$ cat config.mk
export PLATFORM = sky130hd
export DESIGN_NAME = tinymind_run_ctrl
export DESIGN_NICKNAME = d
export VERILOG_FILES = /design/src/rtl/tinymind_run_ctrl.sv
export SDC_FILE = /design/constraint.sdc
export NUM_CORES = 1
export LEC_CHECK = 0
export CAP_MARGIN = 20
export CORE_MARGIN = 2
export CORE_UTILIZATION = 49
export DETAILED_ROUTE_END_ITERATION = 10
export GPL_ROUTABILITY_DRIVEN = 0
export PLACE_DENSITY = 0.8
export RECOVER_POWER = 100
export SYNTH_ARGS = -nofsm -noshare
export SYNTH_HDL_FRONTEND = slang
export SYNTH_SLANG_ARGS = --single-unit
$ cat constraint.sdc
create_clock -name clk -period 1.5 [get_ports clk]
set_clock_uncertainty 0.05 [all_clocks]
set_input_delay 0.3 -clock clk [delete_from_list [all_inputs] [get_ports clk]]
set_output_delay 0.3 -clock clk [all_outputs]
set_load 0.05 [all_outputs]
$ cat src/rtl/tinymind_run_ctrl.sv
// Run controller for the tinymind core: pulses the core reset for a fixed
// count, waits for a done_r rise, repeats for NUM_PASSES passes, with a watchdog.
module tinymind_run_ctrl #(
  parameter int NUM_PASSES   = 2,
  parameter int RESET_CYCLES = 5,
  parameter int TIMEOUT      = 64,
  localparam int PW = $clog2(NUM_PASSES + 1)
) (
  input  logic          clk,
  input  logic          rst_n,
  input  logic          start,
  input  logic          done_r,
  output logic          core_rst_n,
  output logic          busy,
  output logic [PW-1:0] pass_cnt,
  output logic          all_done,
  output logic          timeout_err,
  output logic [2:0]    state_dbg
);

  // start is a level sampled only in IDLE/FINISH/ERROR (no handshake back);
  // done_r is a level whose 0->1 transition, seen in RUN, completes a pass.

  localparam int HW = $clog2(RESET_CYCLES + 1);
  localparam int TW = $clog2(TIMEOUT + 1);

  localparam logic [2:0] S_IDLE   = 3'd0;
  localparam logic [2:0] S_HOLD   = 3'd1;
  localparam logic [2:0] S_RUN    = 3'd2;
  localparam logic [2:0] S_FINISH = 3'd3;
  localparam logic [2:0] S_ERROR  = 3'd4;

  localparam logic [HW-1:0] HOLD_LAST = HW'(RESET_CYCLES - 1);
  localparam logic [TW-1:0] WD_LAST   = TW'(TIMEOUT - 1);
  localparam logic [PW-1:0] NP        = PW'(NUM_PASSES);

  logic [2:0]    state_q, state_d;
  logic [HW-1:0] hold_cnt_q, hold_cnt_d;
  logic [TW-1:0] wd_cnt_q, wd_cnt_d;
  logic [PW-1:0] pass_cnt_q, pass_cnt_d;
  logic [PW-1:0] pass_next;
  logic          done_q, done_d;
  logic          core_rst_n_q, core_rst_n_d;
  logic          busy_q, busy_d;
  logic          all_done_q, all_done_d;
  logic          timeout_err_q, timeout_err_d;
  logic          rise;

  always_comb begin
    state_d       = state_q;
    hold_cnt_d    = hold_cnt_q;
    wd_cnt_d      = wd_cnt_q;
    pass_cnt_d    = pass_cnt_q;
    core_rst_n_d  = core_rst_n_q;
    all_done_d    = all_done_q;
    timeout_err_d = timeout_err_q;
    done_d        = done_r;
    rise          = done_r & ~done_q;
    pass_next     = pass_cnt_q + 1'b1;

    case (state_q)
      S_IDLE: begin
        core_rst_n_d  = 1'b0;
        pass_cnt_d    = '0;
        all_done_d    = 1'b0;
        timeout_err_d = 1'b0;
        hold_cnt_d    = '0;
        if (start) state_d = S_HOLD;
      end
      S_HOLD: begin
        core_rst_n_d = 1'b0;
        if (hold_cnt_q == HOLD_LAST) begin
          state_d      = S_RUN;
          core_rst_n_d = 1'b1;
          wd_cnt_d     = '0;
        end else begin
          hold_cnt_d = hold_cnt_q + 1'b1;
        end
      end
      S_RUN: begin
        core_rst_n_d = 1'b1;
        wd_cnt_d     = wd_cnt_q + 1'b1;
        // A rise on the watchdog's last edge still counts as a completed pass.
        if (rise) begin
          pass_cnt_d = pass_next;
          if (pass_next == NP) begin
            state_d    = S_FINISH;
            all_done_d = 1'b1;
          end else begin
            state_d      = S_HOLD;
            core_rst_n_d = 1'b0;
            hold_cnt_d   = '0;
          end
        end else if (wd_cnt_q == WD_LAST) begin
          state_d       = S_ERROR;
          timeout_err_d = 1'b1;
          core_rst_n_d  = 1'b0;
        end
      end
      S_FINISH, S_ERROR: begin
        if (start) begin
          state_d       = S_HOLD;
          core_rst_n_d  = 1'b0;
          pass_cnt_d    = '0;
          all_done_d    = 1'b0;
          timeout_err_d = 1'b0;
          hold_cnt_d    = '0;
        end
      end
      default: begin
        state_d      = S_IDLE;
        core_rst_n_d = 1'b0;
      end
    endcase

    busy_d = (state_d == S_HOLD) || (state_d == S_RUN);
  end

  always_ff @(posedge clk or negedge rst_n) begin
    if (!rst_n) begin
      state_q       <= S_IDLE;
      hold_cnt_q    <= '0;
      wd_cnt_q      <= '0;
      pass_cnt_q    <= '0;
      done_q        <= 1'b0;
      core_rst_n_q  <= 1'b0;
      busy_q        <= 1'b0;
      all_done_q    <= 1'b0;
      timeout_err_q <= 1'b0;
    end else begin
      state_q       <= state_d;
      hold_cnt_q    <= hold_cnt_d;
      wd_cnt_q      <= wd_cnt_d;
      pass_cnt_q    <= pass_cnt_d;
      done_q        <= done_d;
      core_rst_n_q  <= core_rst_n_d;
      busy_q        <= busy_d;
      all_done_q    <= all_done_d;
      timeout_err_q <= timeout_err_d;
    end
  end

  assign core_rst_n  = core_rst_n_q;
  assign busy        = busy_q;
  assign pass_cnt    = pass_cnt_q;
  assign all_done    = all_done_q;
  assign timeout_err = timeout_err_q;
  assign state_dbg   = state_q;

endmodule
* Word level (Yosys, flattened, before mapping)
Cells that the tools add are included.
** Operators by class
- Add/sub/neg operators :: 3
- $mul :: 0
- Div/mod/pow operators :: 0
- Order comparisons :: 0
- Equality and inequality tests :: 17
- Shift operators :: 0
- Multiplexer cells :: 28
- Bitwise operators :: 2
- Reduce and logical (&&, ||, !) cells :: 12
** Operators with widths (number)
- 3-bit two-way mux :: 8
- 2-bit inequality test, second input constant :: 8
- 7-bit case mux with 2 select lines :: 1
- 3-bit case mux with 4 select lines :: 1
- 3-bit by 2-bit == test with 1-bit output, second input constant :: 3
- 1-bit two-way mux :: 9
- 1-bit case mux with 3 select lines :: 3
- 3-bit case mux with 3 select lines :: 1
- 4-bit AND reduction :: 2
- 7-bit by 1-bit adder with 7-bit output, second input constant :: 1
- 7-bit by 6-bit == test with 1-bit output, second input constant :: 1
- 7-bit two-way mux :: 1
- 3-bit by 1-bit == test with 1-bit output, second input constant :: 2
- 3-bit == test, second input constant :: 2
- 2-bit two-way mux :: 3
- 2-bit case mux with 3 select lines :: 1
- 5-bit AND reduction :: 1
- 4-bit nonzero test :: 1
- 3-bit by 1-bit adder with 3-bit output, second input constant :: 1
- 3-bit zero test :: 1
- 3-bit AND reduction :: 1
- 3-bit nonzero test :: 1
- 3-bit OR reduction :: 1
- 2-bit by 1-bit adder with 2-bit output, second input constant :: 1
- other kinds (7) :: 7
** Word-level totals
- Register bits after elaboration :: 20
- Latch bits :: 0
- Memory bits (writable) :: 0
- Bits in read-only memories :: 0
- Word-level logic and storage cells :: 71
- Memories :: 0

* Logic depth before layout (Yosys ltp)
Gate-level depths: netlist of run 1.
- Depth after elaboration :: 7
- Mapped depth :: 6
- Mapped depth without buffers :: 6

* Least setup slack after synthesis of run 1
Ideal clock, no wire load.
- Path kind :: reg2reg
- Start :: register pass_cnt_q[1], in the netlist pass_cnt[1]
- End :: register hold_cnt_q[1]
- Library setup time :: 0.122 ns
- Data arrival time :: 1.771 ns
- Required time :: 1.328 ns
- Slack :: -0.443 ns
- Stages on the path, launching flop included :: 7
- Path buffers :: 0
- Path through :: dfrtp_1 inv_1 ha_1 or4b_1 o211ai_2 nand3_1 a32o_1
** Between the ends
- Word-level cells in the longest chain between the ends :: 4
** RTL lines
- start, declared :: line 40 : logic [PW-1:0] pass_cnt_q, pass_cnt_d;
- start signal, assigned :: line 134 : pass_cnt_q <= pass_cnt_d;
- 2-bit by 1-bit adder with 2-bit output :: line 59 : pass_next = pass_cnt_q + 1'b1;
- 2-bit == test :: line 86 : if (pass_next == NP) begin
- 2-bit inequality test (no line)
- 5-bit AND reduction (no line)
- end signal, assigned :: line 132 : hold_cnt_q <= hold_cnt_d;
- end, declared :: line 38 : logic [HW-1:0] hold_cnt_q, hold_cnt_d;
Every way passes these cells.
A chain may end at the register's enable or synchronous reset.

* Final worst setup path of run 1
- Start :: register pass_cnt_q[0], in the netlist pass_cnt[0]
- End :: register hold_cnt_q[1]
The elaborated chain is that of the path after synthesis.

==> metrics.sh, run 1 <==
ANTENNA_FOUND_INITIAL=0
SYNTHESIS.AREA_PER_INSTANCE_UM2=10.5
LEAKAGEPOWER_nW=0.799
ROUTE.VIAS.TOTAL=1149
SYNTH_CELLS=105
RUN_STATUS='complete, but fails checks'
GRT_PASS1_WL_MM=5.20
SEQUENTIAL_SHARE_OF_POWER_PCT=27.0
DPL_WORST_SLACK_PS=-441
CTS-BUFFERS-INSERTED=3
LAYOUT.NETS=163
MIN_PERIOD_OVER_PERIOD_PCT=113
ARITHMETIC_CELL_SHARE_OF_THE_SYNTHESIZED_AREA_COUNTING_FULL_ADDERS_HALF_ADDERS_AND_MAJORITY_GATES_PCT=4.55
SYNTH_XOR_XNOR_AREA_SHARE_PCT=0.795
POWER_DENSITY_mW_PER_MM2=1740
SYN_AREA_MM2=0.00110
WORST_SKEW_LATE_LATENCY_PS=330
CTSROOTBUFFERMASTER='clkbuf_4'
WORST_HOLD_PATH_TYPE='primary input to async pin'
DESIGN_POWER_TOTAL_mW=3.02
MAX_CAP_VIOLATIONS=0
FMAX_MHz=590
MAIN_COMBINATIONAL_CELL_FAMILY_BY_AREA_AFTER_SYNTHESIS='simple AND/OR/NAND/NOR gates'
ANTENNA_CELLS=0
R2R_CELLS=5
CELLINTERNALPOWER_mW=1.74
N_FILL_CELL=115
REMAINING_DRC_ERRORS=0
START_KIND='flip-flop'
IR_DROP_V=0.00137
MAXSLEWVIOLCOUNT=0
CTS_HTREE_LEVELS=1
ANT_NETS=0
FRACTION_OF_POWER_CONSUMED_BY_THE_CLOCK_NETWORK_PCT=15.4
CORE_MM2=0.00217
FINISH.INSTANCE_AREA_MM2=0.00174
POWER_FRAC_COMB_PCT=57.6
SW_SHARE_PCT=42.2
FLOORPLAN.DIE_AREA_MM2=0.00264
SYNTH_SEQ_CELLS=20
TIMING.CRITICAL_PATH.FANOUT_MAX=2
GRT_MAX_DEGREE=21
FLOORPLAN.DIE.HEIGHT_UM=51.4
ROUTE.FINAL.WIRE_LENGTH_MM=4.00
FAILED_CHECKS='negative setup slack'
SYNTH_CELL_TYPE_COUNT=39
CLK_PATH_BUF_DEPTH=2
CELL_AREA_PLACED_MM2=0.00152
GLOBAL_ROUTE.OVERFLOW_TOTAL=0
SYN_NETS=113
HPWL_MM=1.89
SLEW_HEADROOM_PCT=64.3
COUNT_OF_BUFFERS_FROM_PORT_BUFFERING=12
REQUIRED_PS=1680
FIRSTDRTPASSITERS=4
WORST-ENDPOINT-ARRIVAL_PS=1880
SETUP_REPAIR_AFTER_GLOBAL_ROUTING_MISSED_ITS_MARGIN='true'
AREA.GROWTH.SYNTH_TO_FINAL_PCT=57.6
YS_WARN_COUNT=0
PLACED_CELLS=167
TRITONCTS='done'
GRT_UTIL_ALL_LAYERS_PCT=28.2
VIASPERCELL=6.31
IO_PINS=13
FINISH.CELL_COUNT_WITHOUT_FILLERS=182
MIN_PERIOD_PS=1690
POSTLAYOUTSETUPSLACKWORST_PS=-195
SYNTH_EDF_COUNT=0
ASYNC_RESET_FF_SHARE_PCT=100
CTSHOLDBUFFERS=0
SYNTH-SEQ-AREA-SHARE_PCT=45.5
DIE_W_UM=51.4
HOLD-WORST-SLACK_PS=407
CTS.CLK_SLEW.WORST_PATHS_PS=130
FLOORPLAN.INITIALDENSITY_PCT=50.7
GRT_PASS1_VIAS=1062
DRT-INITIAL-DRC-COUNT=47
WORST_R2R_STARTPOINT='pass_cnt[0]'
TYPE_OF_THE_WORST_SETUP_PATH='flip-flop to flip-flop'
POST_SYNTH_MUX_AREA_SHARE_PCT=0
POWER.SWITCHING_mW=1.27
FINALSETUPVIOLATIONS=13
CRITICAL_PATH.ENDPOINT_TYPE='flip-flop'
SYNTH_SIMPLE_GATE_AREA_SHARE_PCT=22.4
REG2REG_SLACK_PS=-190
PLACEMENTROWS=17
REG_TO_REG_END='hold_cnt_q[1]'
YS.FLOP_TYPE='dfrtp_1'
DRIVE_ABOVE_1_SHARE_PCT=50.0
FINAL-HOLD-VIOLATION-COUNT=0
CLOCK_SINK_COUNT=20
SYNTH_COMPOUND_GATE_AREA_SHARE_PCT=22.3
WORST-SLEW-PIN-TRANSITION_PS=536
WIRE_PER_INST_UM=22.0
==> area by class of cell <==
| class | instances | area, um2 | area share (%) |
|---|---|---|---|
| clock buffers | 3 | 22.5 | 1.30 |
| clock inverters | 1 | 30.0 | 1.73 |
| multi-input cells | 78 | 663 | 38.2 |
| well taps | 28 | 35.0 | 2.02 |
| repair buffers | 49 | 467 | 26.9 |
| flip-flops and latches | 20 | 507 | 29.2 |
| inverters | 3 | 11.3 | 0.649 |
==> registers in the layout (all words and copies together) (netlist names) <==
signal	flops
timeout_err	1
done_q	1
pass_cnt	2
busy	1
state_dbg	3
all_done	1
wd_cnt_q	7
core_rst_n	1
hold_cnt_q	3
==> power groups by stage <==
stage          logic [mW]  clock network, mW  registers, mW
6_report             1.74              0.464          0.816
5_1_grt              1.81              0.474          0.825
4_1_cts              1.55              0.451          0.807
3_5_place_dp         1.44                  0          0.799
3_3_place_gp         1.39                  0          0.790
2_1_floorplan       0.666                  0          0.961
==> cell families (layout without fill, tap and decap cells) <==
family,Yosys count,after routing
and+or+nand+nor,41,41
AOI/OAI and AO/OA,32,32
DFF,20,20
buffers and inverters,7,56
adders and majority gates,4,4
xor gates and xnor gates,1,1
==> worst max-delay path, cell delays in order, from the launching register on <==
cell and delay (ps):
dfrtp_2 450, ha_4 160, or4b_4 510, o211ai_4 100, nand3_2 100, a32o_1 220
==> what timing repair did <==
| action | CTS | global route |
|---|---|---|
| setup endpoints to repair | 13 | 16 |
| buffers inserted | 5 | 7 |
| pin swaps | 7 | 9 |
| gates resized for setup | 14 | 24 |
| cloned | 0 | 0 |
==> synthesized netlist by cell type, types with 2 or more instances <==
cell type	n	share of area, %
a21o_1	2	1.4
a21oi_1	3	1.4
a31oi_1	3	1.7
buf_6	3	3.1
dfrtp_1	20	45
ha_1	4	4.5
inv_1	3	1.0
nand2_1	8	2.7
nand3_1	4	1.8
nand4_1	4	2.3
nor2_1	9	3.1
nor2b_1	5	2.8
o21ai_0	9	4.1
o2bb2ai_1	3	2.4
==> placed cells by master (no fill, tap or decap), types with 3 or more instances in the layout <==
cell type / n
ha_1: 3
buf_12: 5
clkbuf_2: 5
dfrtp_2: 5
o2bb2ai_1: 3
o21ai_0: 3
clkbuf_4: 3
buf_6: 11
o21ai_1: 5
nor2b_1: 3
dfrtp_1: 15
nand4_1: 4
nor2_1: 8
nand2_1: 7
buf_4: 25
==> through the flow <==
stage | TNS, ps | utilization, %
4_1_cts | -418 | 77.2
3_3_place_gp | -2770 | 70.1
5_1_grt | -1800 | 80.0
3_5_place_dp | -3600 | 70.1
2_1_floorplan | -1530 | -
6_report | -1160 | 80.0
==> layer usage <==
metal | global-route usage, % | up-vias | routed length [um]
met1 | 35.4 | 594 | 1680
met4 | 18.0 | 0 | 176
li1 | - | 491 | -
met5 | 0 | - | 0
met3 | 4.97 | 13 | 190
met2 | 44.4 | 51 | 1960
==> worst max-delay path by stage <==
stage,from,endpoint,slack (ps),cells past startpoint
detailed placement,done_r,busy,-440,5
global route,pass_cnt[0],hold_cnt_q[1],-230,5
CTS,pass_cnt[0],hold_cnt_q[1],-180,5
global placement,done_r,busy,-350,5
floorplan,pass_cnt[0],hold_cnt_q[1],-270,5
finish,pass_cnt[0],hold_cnt_q[1],-190,5
Power figures use the tool's default switching activity.
==> inputs of run 2 (changes only) <==
--- a/config.mk
+++ b/config.mk
@@ -7,10 +7,9 @@
 export LEC_CHECK = 0
 export CAP_MARGIN = 20
 export CORE_MARGIN = 2
-export CORE_UTILIZATION = 49
+export CORE_UTILIZATION = 58
 export DETAILED_ROUTE_END_ITERATION = 10
-export GPL_ROUTABILITY_DRIVEN = 0
-export PLACE_DENSITY = 0.8
+export PLACE_DENSITY = 0.88
 export RECOVER_POWER = 100
 export SYNTH_ARGS = -nofsm -noshare
 export SYNTH_HDL_FRONTEND = slang
==> constraint.sdc (replaced) <==
create_clock -name clk -period 2.2 [get_ports clk]
set_clock_uncertainty 0.05 [all_clocks]
set_input_delay 0.44 -clock clk [delete_from_list [all_inputs] [get_ports clk]]
set_output_delay 0.44 -clock clk [all_outputs]
set_load 0.05 [all_outputs]
==> run 2 against run 1 <==
Effect of this change:
- the run now ends clean
- total power down 53%
- worst hold slack better by 48 ps
- non-clock buffer count down 34
- critical path depth down 4
- via count down 24%
- critical path type is now flip-flop to output pin
- final cell count down 20%
- global-route usage down 4.5 points
- first-iteration DRC count down 68%
- count of clock-buffer cells in the layout up 1
- largest cell class unchanged
==> metrics.sh, run 2 (synthesis results as in run 1) <==
MAXSLEWVIOLCOUNT=0  # unchanged
FLOORPLAN.DIE.HEIGHT_UM=47.6  # -7.5%
ROUTE.FINAL.WIRE_LENGTH_MM=2.27  # -43%
PLACEMENTROWS=15  # -2
SETUP_TNS_PS=0  # +1160 ps
PLACED_CELLS=141  # -16%
MET2WIRELENGTH_MM=1.13  # -42%
HPWL_MM=1.71  # -9.7%
HIGHEST_LAYER='met4'
CLOCK_SINK_COUNT=20  # unchanged
FINAL-HOLD-VIOLATION-COUNT=0  # unchanged
WORST-ENDPOINT-ARRIVAL_PS=1560  # -320 ps
WORST_HOLD_PATH_TYPE='flip-flop to flip-flop'
WORST_SKEW_LATE_LATENCY_PS=310  # -20 ps
TYPE_OF_THE_WORST_SETUP_PATH='flip-flop to output pin'
CPLARGESTDELAYFAMILY='buffers and inverters'
ANT_NETS=0  # unchanged
CTSROOTBUFFERMASTER='clkbuf_4'
MAX_CAP_VIOLATIONS=0  # unchanged
CRITICAL_PATH_BUF_INV_COUNT=1  # +1
ROUTEDLENGTHMET1_MM=1.04  # -38%
CELL_AREA_PLACED_MM2=0.00123  # -19%
AREA.GROWTH.SYNTH_TO_FINAL_PCT=11.9
LAYOUT_COMMONEST_CELL='dfrtp_1'
GLOBAL_ROUTE.OVERFLOW_TOTAL=0  # unchanged
MIN_PERIOD_OVER_PERIOD_PCT=93.3
TIMING.CRITICAL_PATH.FANOUT_MAX=3  # +1
LARGEST-REGISTER='wd_cnt_q'
FIN_UTIL_PCT=69.9  # -10 points
POSTCTSRESIZEDCELLS=0  # -14
ROUTE.VIAS.TOTAL=871  # -24%
CRITICAL_PATH.ENDPOINT_TYPE='output pin'
START_KIND='flip-flop'
CTSHOLDBUFFERS=0  # unchanged
GRT_PASS1_WL_MM=3.62  # -31%
HOLD-WORST-SLACK_PS=454  # +47.6 ps
GP_CONGESTION=0.723
FLOORPLAN.INITIALDENSITY_PCT=62.4  # +12 points
SETUP_REPAIR_AFTER_GLOBAL_ROUTING_MISSED_ITS_MARGIN='false'
TIMING.CRITICAL_PATH.CELLS='dlygate4sd3_1'
DIE_W_UM=47.6  # -7.5%
FMAX_MHz=487
ANTENNA_FOUND_INITIAL=0  # unchanged
WORST_PATH_LARGEST_CELL_DELAY_PS=880  # +370 ps
POWER_DENSITY_mW_PER_MM2=1150  # -34%
CTS.CLK_SLEW.WORST_PATHS_PS=110  # -20 ps
WIRE_PER_INST_UM=15.7  # -29%
REQUIRED_PS=1710  # +30 ps
TRITONCTS='done'
FINISH.INSTANCE_AREA_MM2=0.00123  # -29%
MET3_LENGTH_UM=82  # -57%
ANTENNA_CELLS=0  # unchanged
RUN_STATUS='complete, no violations'
GRT_UTIL_ALL_LAYERS_PCT=23.7  # -4.5 points
LAYOUT.NETS=129  # -21%
POSTLAYOUTSETUPSLACKWORST_PS=147  # +342 ps
SLEW_HEADROOM_PCT=29.7  # -35 points
VIASPERCELL=6.01  # -4.9%
N_FILL_CELL=157  # +37%
DESIGN_POWER_TOTAL_mW=1.42  # -53%
DPL_WORST_SLACK_PS=165  # +606 ps
COUNT_OF_BUFFERS_FROM_PORT_BUFFERING=12  # unchanged
FINAL_CELL_MIX='dfrtp_1 (20), nor2_1 (9), o21ai_0 (9), nand2_1 (8), dlygate4sd3_1 (8)'
DRIVE_ABOVE_1_SHARE_PCT=8.33  # -42 points
LARGEST_REG_FLOPS=7  # unchanged
GRT_PASS1_VIAS=780  # -27%
CTS_HTREE_LEVELS=1  # unchanged
CORE_MM2=0.00176  # -19%
WORST-SLEW-PIN-TRANSITION_PS=1050  # +518 ps
FINISH.CELL_COUNT_WITHOUT_FILLERS=145  # -20%
MIN_PERIOD_PS=2050
CLK_PATH_BUF_DEPTH=2  # unchanged
FINALSETUPVIOLATIONS=0  # -13
REMAINING_DRC_ERRORS=0  # unchanged
LEAKAGEPOWER_nW=0.546  # -32%
FLOORPLAN.DIE_AREA_MM2=0.00226  # -14%
IR_DROP_V=0.000781  # -43%
DRT-INITIAL-DRC-COUNT=15  # -68%
POSTCTSSETUPBUFFERS=0  # -5
IO_PINS=13  # unchanged
CRITPATHSLOWESTCELL='dlygate4sd3_1'
GRT_MAX_DEGREE=21  # unchanged
FIRSTDRTPASSITERS=4  # unchanged
CTS-BUFFERS-INSERTED=3  # unchanged
-- run 2: path summary, 6_finish.rpt --
| kind | slack [ps] | cells past startpoint | start | end |
|---|---|---|---|---|
| worst max register to register | 380 | 5 | pass_cnt[0] | hold_cnt_q[1] |
| max in group asynchronous | 690 | 2 | rst_n | done_q |
| worst min-delay path | 450 | 2 | timeout_err | timeout_err |
| worst max-delay path | 150 | 1 | pass_cnt[1] | pass_cnt[1] |
| worst min register to register | 450 | 2 | timeout_err | timeout_err |
| min in group asynchronous | 770 | 2 | rst_n | state_dbg[2] |
-- run 2: metal layers --
layer  vias up  GRT usage (%)
met5         -              0
met4         0           6.49
met3         2           6.79
met2        17           40.0
met1       428           30.0
li1        424              -
-- run 2: area by class of cell --
class | count | area (um2) | area share (%)
sequential | 20 | 500 | 40.6
tap | 25 | 31.3 | 2.54
clock buffer | 4 | 36.3 | 2.94
multi-input combinational | 78 | 537 | 43.6
inverter | 3 | 11.3 | 0.914
timing repair buffer | 15 | 116 | 9.44
-- run 2: power by group --
| part | leakage [nW] | switching [mW] | internal (mW) |
|---|---|---|---|
| logic | 0.262 | 0.394 | 0.246 |
| clock network | 0.0210 | 0.114 | 0.101 |
| registers | 0.264 | 0.112 | 0.451 |
